==> src/rtl/countdown_timer_ctrl_if.sv <==
// Command/status bundle between the front-panel controller and the countdown sequencer.
// master issues 1-cycle command pulses; slave returns BCD digits and run status.
interface countdown_timer_ctrl_if;
  logic       start;
  logic       pause;
  logic       clear;
  logic       load_en;
  logic [6:0] load_val;
  logic [3:0] tens;
  logic [3:0] ones;
  logic       sec_tick;
  logic       busy;
  logic       done;
  logic       alarm;

  modport master (
    output start, pause, clear, load_en, load_val,
    input  tens, ones, sec_tick, busy, done, alarm
  );

  modport slave (
    input  start, pause, clear, load_en, load_val,
    output tens, ones, sec_tick, busy, done, alarm
  );
endinterface

==> src/rtl/countdown_timer_ctrl.sv <==
// Seconds countdown sequencer: prescaler, start/pause/clear/load FSM and BCD count.
// Drives the two 7-seg digit decoders plus busy/done/alarm status.
module countdown_timer_ctrl #(
  parameter int CLK_FREQ_HZ = 100,
  parameter int MAX_COUNT   = 59
) (
  input  logic                  clk,
  input  logic                  rst_n,
  countdown_timer_ctrl_if.slave bus
);

  localparam int          PW       = (CLK_FREQ_HZ > 1) ? $clog2(CLK_FREQ_HZ) : 1;
  localparam logic [PW-1:0] PRE_TERM = PW'(CLK_FREQ_HZ - 1);
  localparam logic [6:0]  MAX7     = 7'(MAX_COUNT);
  localparam logic [7:0]  MAX_BCD  = {4'(MAX_COUNT / 10), 4'(MAX_COUNT % 10)};

  typedef enum logic [1:0] {IDLE, RUN, PAUSE, EXPIRED} state_t;
  typedef enum logic [1:0] {P_HOLD, P_INC, P_CLR} presc_op_t;
  typedef enum logic [1:0] {C_HOLD, C_DEC, C_LOAD, C_RELOAD} cnt_op_t;

  function automatic logic [7:0] bin2bcd(input logic [6:0] v);
    return {4'(v / 7'd10), 4'(v % 7'd10)};
  endfunction

  state_t        state, state_nxt;
  presc_op_t     presc_op;
  cnt_op_t       cnt_op;
  logic          reload_we;
  logic          run_step;
  logic [PW-1:0] presc;
  logic [6:0]    reload;
  logic [3:0]    tens_q, ones_q;
  logic          tick_q, done_q;

  logic [6:0]    load_sat;
  logic          cnt_zero, cnt_one, presc_term;

  assign load_sat   = (bus.load_val > MAX7) ? MAX7 : bus.load_val;
  assign cnt_zero   = (tens_q == 4'd0) && (ones_q == 4'd0);
  assign cnt_one    = (tens_q == 4'd0) && (ones_q == 4'd1);
  assign presc_term = (presc == PRE_TERM);

  // state register
  always_ff @(posedge clk or negedge rst_n) begin
    if (!rst_n) state <= IDLE;
    else        state <= state_nxt;
  end

  // next-state and datapath strobes; clear overrides everything decided above it
  always_comb begin
    state_nxt = state;
    presc_op  = P_HOLD;
    cnt_op    = C_HOLD;
    reload_we = 1'b0;
    run_step  = 1'b0;
    case (state)
      IDLE: begin
        if (bus.load_en) begin
          reload_we = 1'b1;
          cnt_op    = C_LOAD;
        end else if (bus.start && !cnt_zero) begin
          state_nxt = RUN;
          presc_op  = P_CLR;
        end
      end
      RUN: begin
        if (bus.pause) state_nxt = PAUSE;
        else           run_step  = 1'b1;
      end
      PAUSE: begin
        // the resume edge is itself a counting cycle, so the held phase is preserved
        if (bus.start) begin
          state_nxt = RUN;
          run_step  = 1'b1;
        end
      end
      EXPIRED: begin
        if (bus.load_en) begin
          reload_we = 1'b1;
          cnt_op    = C_LOAD;
          state_nxt = IDLE;
        end else if (bus.start && (reload != 7'd0)) begin
          cnt_op    = C_RELOAD;
          presc_op  = P_CLR;
          state_nxt = RUN;
        end
      end
      default: state_nxt = IDLE;
    endcase

    if (run_step) begin
      if (presc_term) begin
        presc_op = P_CLR;
        if (!cnt_zero) begin
          cnt_op = C_DEC;
          if (cnt_one) state_nxt = EXPIRED;
        end
      end else begin
        presc_op = P_INC;
      end
    end

    if (bus.clear) begin
      state_nxt = IDLE;
      presc_op  = P_CLR;
      cnt_op    = C_RELOAD;
      reload_we = 1'b0;
    end
  end

  always_ff @(posedge clk or negedge rst_n) begin
    if (!rst_n) begin
      presc <= '0;
    end else begin
      case (presc_op)
        P_INC:   presc <= presc + 1'b1;
        P_CLR:   presc <= '0;
        default: presc <= presc;
      endcase
    end
  end

  always_ff @(posedge clk or negedge rst_n) begin
    if (!rst_n) begin
      reload <= MAX7;
    end else if (reload_we) begin
      reload <= load_sat;
    end
  end

  always_ff @(posedge clk or negedge rst_n) begin
    if (!rst_n) begin
      {tens_q, ones_q} <= MAX_BCD;
    end else begin
      case (cnt_op)
        C_DEC: begin
          if (ones_q != 4'd0) begin
            ones_q <= ones_q - 4'd1;
          end else begin
            ones_q <= 4'd9;
            tens_q <= tens_q - 4'd1;
          end
        end
        C_LOAD:   {tens_q, ones_q} <= bin2bcd(load_sat);
        C_RELOAD: {tens_q, ones_q} <= bin2bcd(reload);
        default:  ;
      endcase
    end
  end

  // status pulses land the cycle after the decrement that caused them
  always_ff @(posedge clk or negedge rst_n) begin
    if (!rst_n) begin
      tick_q <= 1'b0;
      done_q <= 1'b0;
    end else begin
      tick_q <= (cnt_op == C_DEC);
      done_q <= (cnt_op == C_DEC) && cnt_one;
    end
  end

  // output decode
  always_comb begin
    bus.tens     = tens_q;
    bus.ones     = ones_q;
    bus.sec_tick = tick_q;
    bus.done     = done_q;
    bus.busy     = (state == RUN) || (state == PAUSE);
    bus.alarm    = (state == EXPIRED);
  end

endmodule
==> src/flat_wrapper.sv <==
// flat-port wrapper written by rule: the top's interface ports become plain ports
module countdown_timer_ctrl_flat 
#(
  parameter int CLK_FREQ_HZ = 100,
  parameter int MAX_COUNT   = 59
)
  (clk, rst_n, bus_start, bus_pause, bus_clear, bus_load_en, bus_load_val, bus_tens, bus_ones, bus_sec_tick, bus_busy, bus_done, bus_alarm);
  countdown_timer_ctrl_if bus_i ();
  input  logic clk;
  input  logic rst_n;
  input wire logic [$bits(bus_i.start)-1:0] bus_start;
  input wire logic [$bits(bus_i.pause)-1:0] bus_pause;
  input wire logic [$bits(bus_i.clear)-1:0] bus_clear;
  input wire logic [$bits(bus_i.load_en)-1:0] bus_load_en;
  input wire logic [$bits(bus_i.load_val)-1:0] bus_load_val;
  output wire logic [$bits(bus_i.tens)-1:0] bus_tens;
  output wire logic [$bits(bus_i.ones)-1:0] bus_ones;
  output wire logic [$bits(bus_i.sec_tick)-1:0] bus_sec_tick;
  output wire logic [$bits(bus_i.busy)-1:0] bus_busy;
  output wire logic [$bits(bus_i.done)-1:0] bus_done;
  output wire logic [$bits(bus_i.alarm)-1:0] bus_alarm;
  assign bus_i.start = bus_start;
  assign bus_i.pause = bus_pause;
  assign bus_i.clear = bus_clear;
  assign bus_i.load_en = bus_load_en;
  assign bus_i.load_val = bus_load_val;
  assign bus_tens = bus_i.tens;
  assign bus_ones = bus_i.ones;
  assign bus_sec_tick = bus_i.sec_tick;
  assign bus_busy = bus_i.busy;
  assign bus_done = bus_i.done;
  assign bus_alarm = bus_i.alarm;
  countdown_timer_ctrl #(.CLK_FREQ_HZ(CLK_FREQ_HZ), .MAX_COUNT(MAX_COUNT)) u_core (.clk(clk), .rst_n(rst_n), .bus(bus_i));
endmodule
==> config.mk <==
export PLATFORM = sky130hd
export DESIGN_NAME = countdown_timer_ctrl_flat
export DESIGN_NICKNAME = d
export VERILOG_FILES = /design/src/rtl/countdown_timer_ctrl_if.sv /design/src/rtl/countdown_timer_ctrl.sv /design/src/flat_wrapper.sv
export SDC_FILE = /design/constraint.sdc
export NUM_CORES = 1
export LEC_CHECK = 0
export ABC_AREA = 1
export BUFFER_PORTS_ARGS = -buffer_cell sky130_fd_sc_hd__buf_2
export CORE_MARGIN = 3
export CORE_UTILIZATION = 30
export DETAILED_ROUTE_END_ITERATION = 10
export GPL_ROUTABILITY_DRIVEN = 1
export SLEW_MARGIN = 20
export SYNTH_ARGS = -nofsm -noshare
export SYNTH_HDL_FRONTEND = slang
export SYNTH_SLANG_ARGS = --single-unit
==> constraint.sdc <==
create_clock -name clk -period 8.1 [get_ports clk]
set_clock_uncertainty 0.05 [all_clocks]
set_input_delay 2.025 -clock clk [delete_from_list [all_inputs] [get_ports clk]]
set_output_delay 2.025 -clock clk [all_outputs]
set_load 0.1 [all_outputs]
==> out/results.tsv <==
metric	value	unit
synth_edf_count	0	
synthFlopType	dfrtp_1	
synth_largest_area_cell	dfrtp_1	
fp-row-count	29	
whs	0.4466	ns
cts_tree	yes	
synthCells	283	
antenna_found_initial	0	
fin_ws	3.709	ns
core	6495	um^2
outcome	completed	
cts_hold_buf	0	
insertedDiodeCount	0	
yosys.area.top_type_share	20.72	%
h-tree-depth	1	
cts_root_buffer	clkbuf_8	
drive_gt1_share	25.16	%
yosysSeqAreaShare	32.24	%
grt_pass1_vias	1784	
drtIter0Drc	83	
netlist_area	2053	um^2
rsz0062_at_grt	no	
yosysWarnings	0	
power_leakage	1.156	nW
r2r-start	u_core.state[1]	
port_buffers	24	
drv_slew	0	
drtAntennaViolNets	0	
hold_start	u_core.bus.ones[3]	
tightest_slew	0.7564	ns
fillers	688	
post-route-period-util	54.21	%
arrival	4.51	ns
fp.dieH	88.73	um
power-per-cell-area	247.0	nW/um^2
syn-num-nets	306	
cp-startpoint	bus_load_val[4]	
drc_errors	0	
placed_cells	383	
grt_pass1_wl	7783	um
syn_to_final_growth	12.86	%
vias_per_cell	4.734	
vdd_drop_max	0.07443	mV
clk_latency	0.27	ns
hold_violations	0	
stdcell_count	387	
critical_path.max_fanout	5	
pre_cts_ws	3.399	ns
worstSetupEndpointType	flop	
period_needed	4.391	ns
crit_type	in2reg	
grt-ovfl-total	0	
grtUsageTotal	12.33	%
tns	0	ns
post-dp-hpwl	3572	um
dieArea	7873	um^2
synth_seq_cells	26	
cts_buffers	3	
grt_max_degree	27	
detail_route.wl_per_cell	11.28	um
synth_area_per_cell	7.255	um^2
synth.distinct_cells	38	
via_count	1832	
hp-class	reg2reg	
synth_most_common_cell	nand2_1	
final_nets	334	
wl	4367	um
cp.required	8.22	ns
max_freq	227.8	MHz
cts_resized	0	
max-slew-margin-rel	49.19	%
initial_core_util	31.61	%
die_w	88.73	um
finalWeightedCongestion	0.9001	
ys_top_cells_by_area	dfrtp_1 21%, dfstp_2 12%, nand2_1 9.5%	
synthArstFlopShare	100.0	%
io_pins	25	
yosys-top-cells-count	52 x nand2_1, 48 x inv_1, 23 x nand3_1	
max_cap_violations	0	
drt_first_pass_iters	4	
post-cts-setup-buffers	0	
clock_path_buffers	2	
startpoint_type	primary input	
clk_pin_slew_worst_paths	0.09	ns
clock-sinks	26	
setup_viol	0	
## stage by stage
step	total power, mW	area, um^2	util (%)
after global routing	0.6193	2317	35.68
after detailed placement	0.4925	2262	34.83
final	0.5723	2317	35.68
after global placement	0.4901	2262	34.83
after floorplan	0.4401	2053	-
after CTS	0.5794	2317	35.68
## power by group
| part | internal [mW] | switching (mW) |
|---|---|---|
| sequential | 0.162 | 0.0206 |
| combinational | 0.0720 | 0.233 |
| clock | 0.0435 | 0.0403 |
## registers in the layout, summed over array words and instances, names as in the netlist
| name | flops |
|---|---|
| u_core.bus.ones | 4 |
| u_core.bus.sec_tick | 1 |
| u_core.bus.done | 1 |
| u_core.bus.tens | 4 |
| u_core.state | 2 |
| u_core.presc | 7 |
| u_core.reload | 7 |
## cells in the final DEF, fill, tap and decap left out, drive strengths merged, types with 5 or more instances in the layout
master / Yosys / final
a21oi: 14 / 14
buf: 1 / 24
dfrtp: 17 / 17
dfstp: 9 / 9
ha: 10 / 10
inv: 53 / 53
nand2: 67 / 67
nand3: 31 / 31
nor2: 25 / 25
nor3: 5 / 5
o21ai: 25 / 25
## metal layers
layer	vias up	wire length, um	track usage (%)
met5	-	0	0
met4	0	57	3.571
met3	8	162	3.073
met2	36	1967	19.57
met1	815	2179	16.55
li1	973	-	-
## worst max-delay path, cell delays in order
cell	delay, ns
buf_2	0.10
nand4_1	0.08
inv_1	0.04
nor2_1	0.15
inv_1	0.11
or2_2	0.31
nand2_2	0.08
nand2_2	0.06
nand2_2	0.08
nand3_2	0.06
nand2_2	0.09
nand2_2	0.08
nand2_1	0.08
nand2_2	0.06
inv_1	0.06
nand2_2	0.06
nand2_2	0.07
nand2_1	0.07
nand2_1	0.09
inv_1	0.05
ha_1	0.20
inv_1	0.07
nand3_2	0.09
nand3_2	0.12
nand2_1	0.06
o21ai_1	0.10
o21bai_2	0.07
## path summary, 6_finish.rpt
path / end / slack, ns / cells after the start
max reg2reg: u_core.bus.ones[2] / 4.76 / 26
max: u_core.bus.ones[2] / 3.71 / 27
min in group asynchronous: u_core.state[0] / 1.71 / 1
min reg2reg: u_core.bus.ones[3] / 0.45 / 2
min: u_core.bus.ones[3] / 0.45 / 2
max in group asynchronous: u_core.presc[6] / 5.90 / 1
## cell families (layout without fill, tap and decap cells)
kind of cell	count (synthesis)	after routing	synth area share (%)
compound gates	48	48	14.75
xor+xnor	3	3	1.280
fa+ha+maj	10	10	6.094
buf+inv	54	81	10.05
flops	26	26	32.24
simple gates	142	142	35.59
## area by class of cell
cell class	count	area [um^2]	share of cell area (%)
inverter	53	198.9	8.585
tap	77	96.34	4.158
sequential	26	661.9	28.56
clock buffer	4	55.05	2.376
multi-input combinational	203	1185	51.13
timing repair buffer	24	120.1	5.184
No activity file was read; power rests on OpenSTA's default activity.
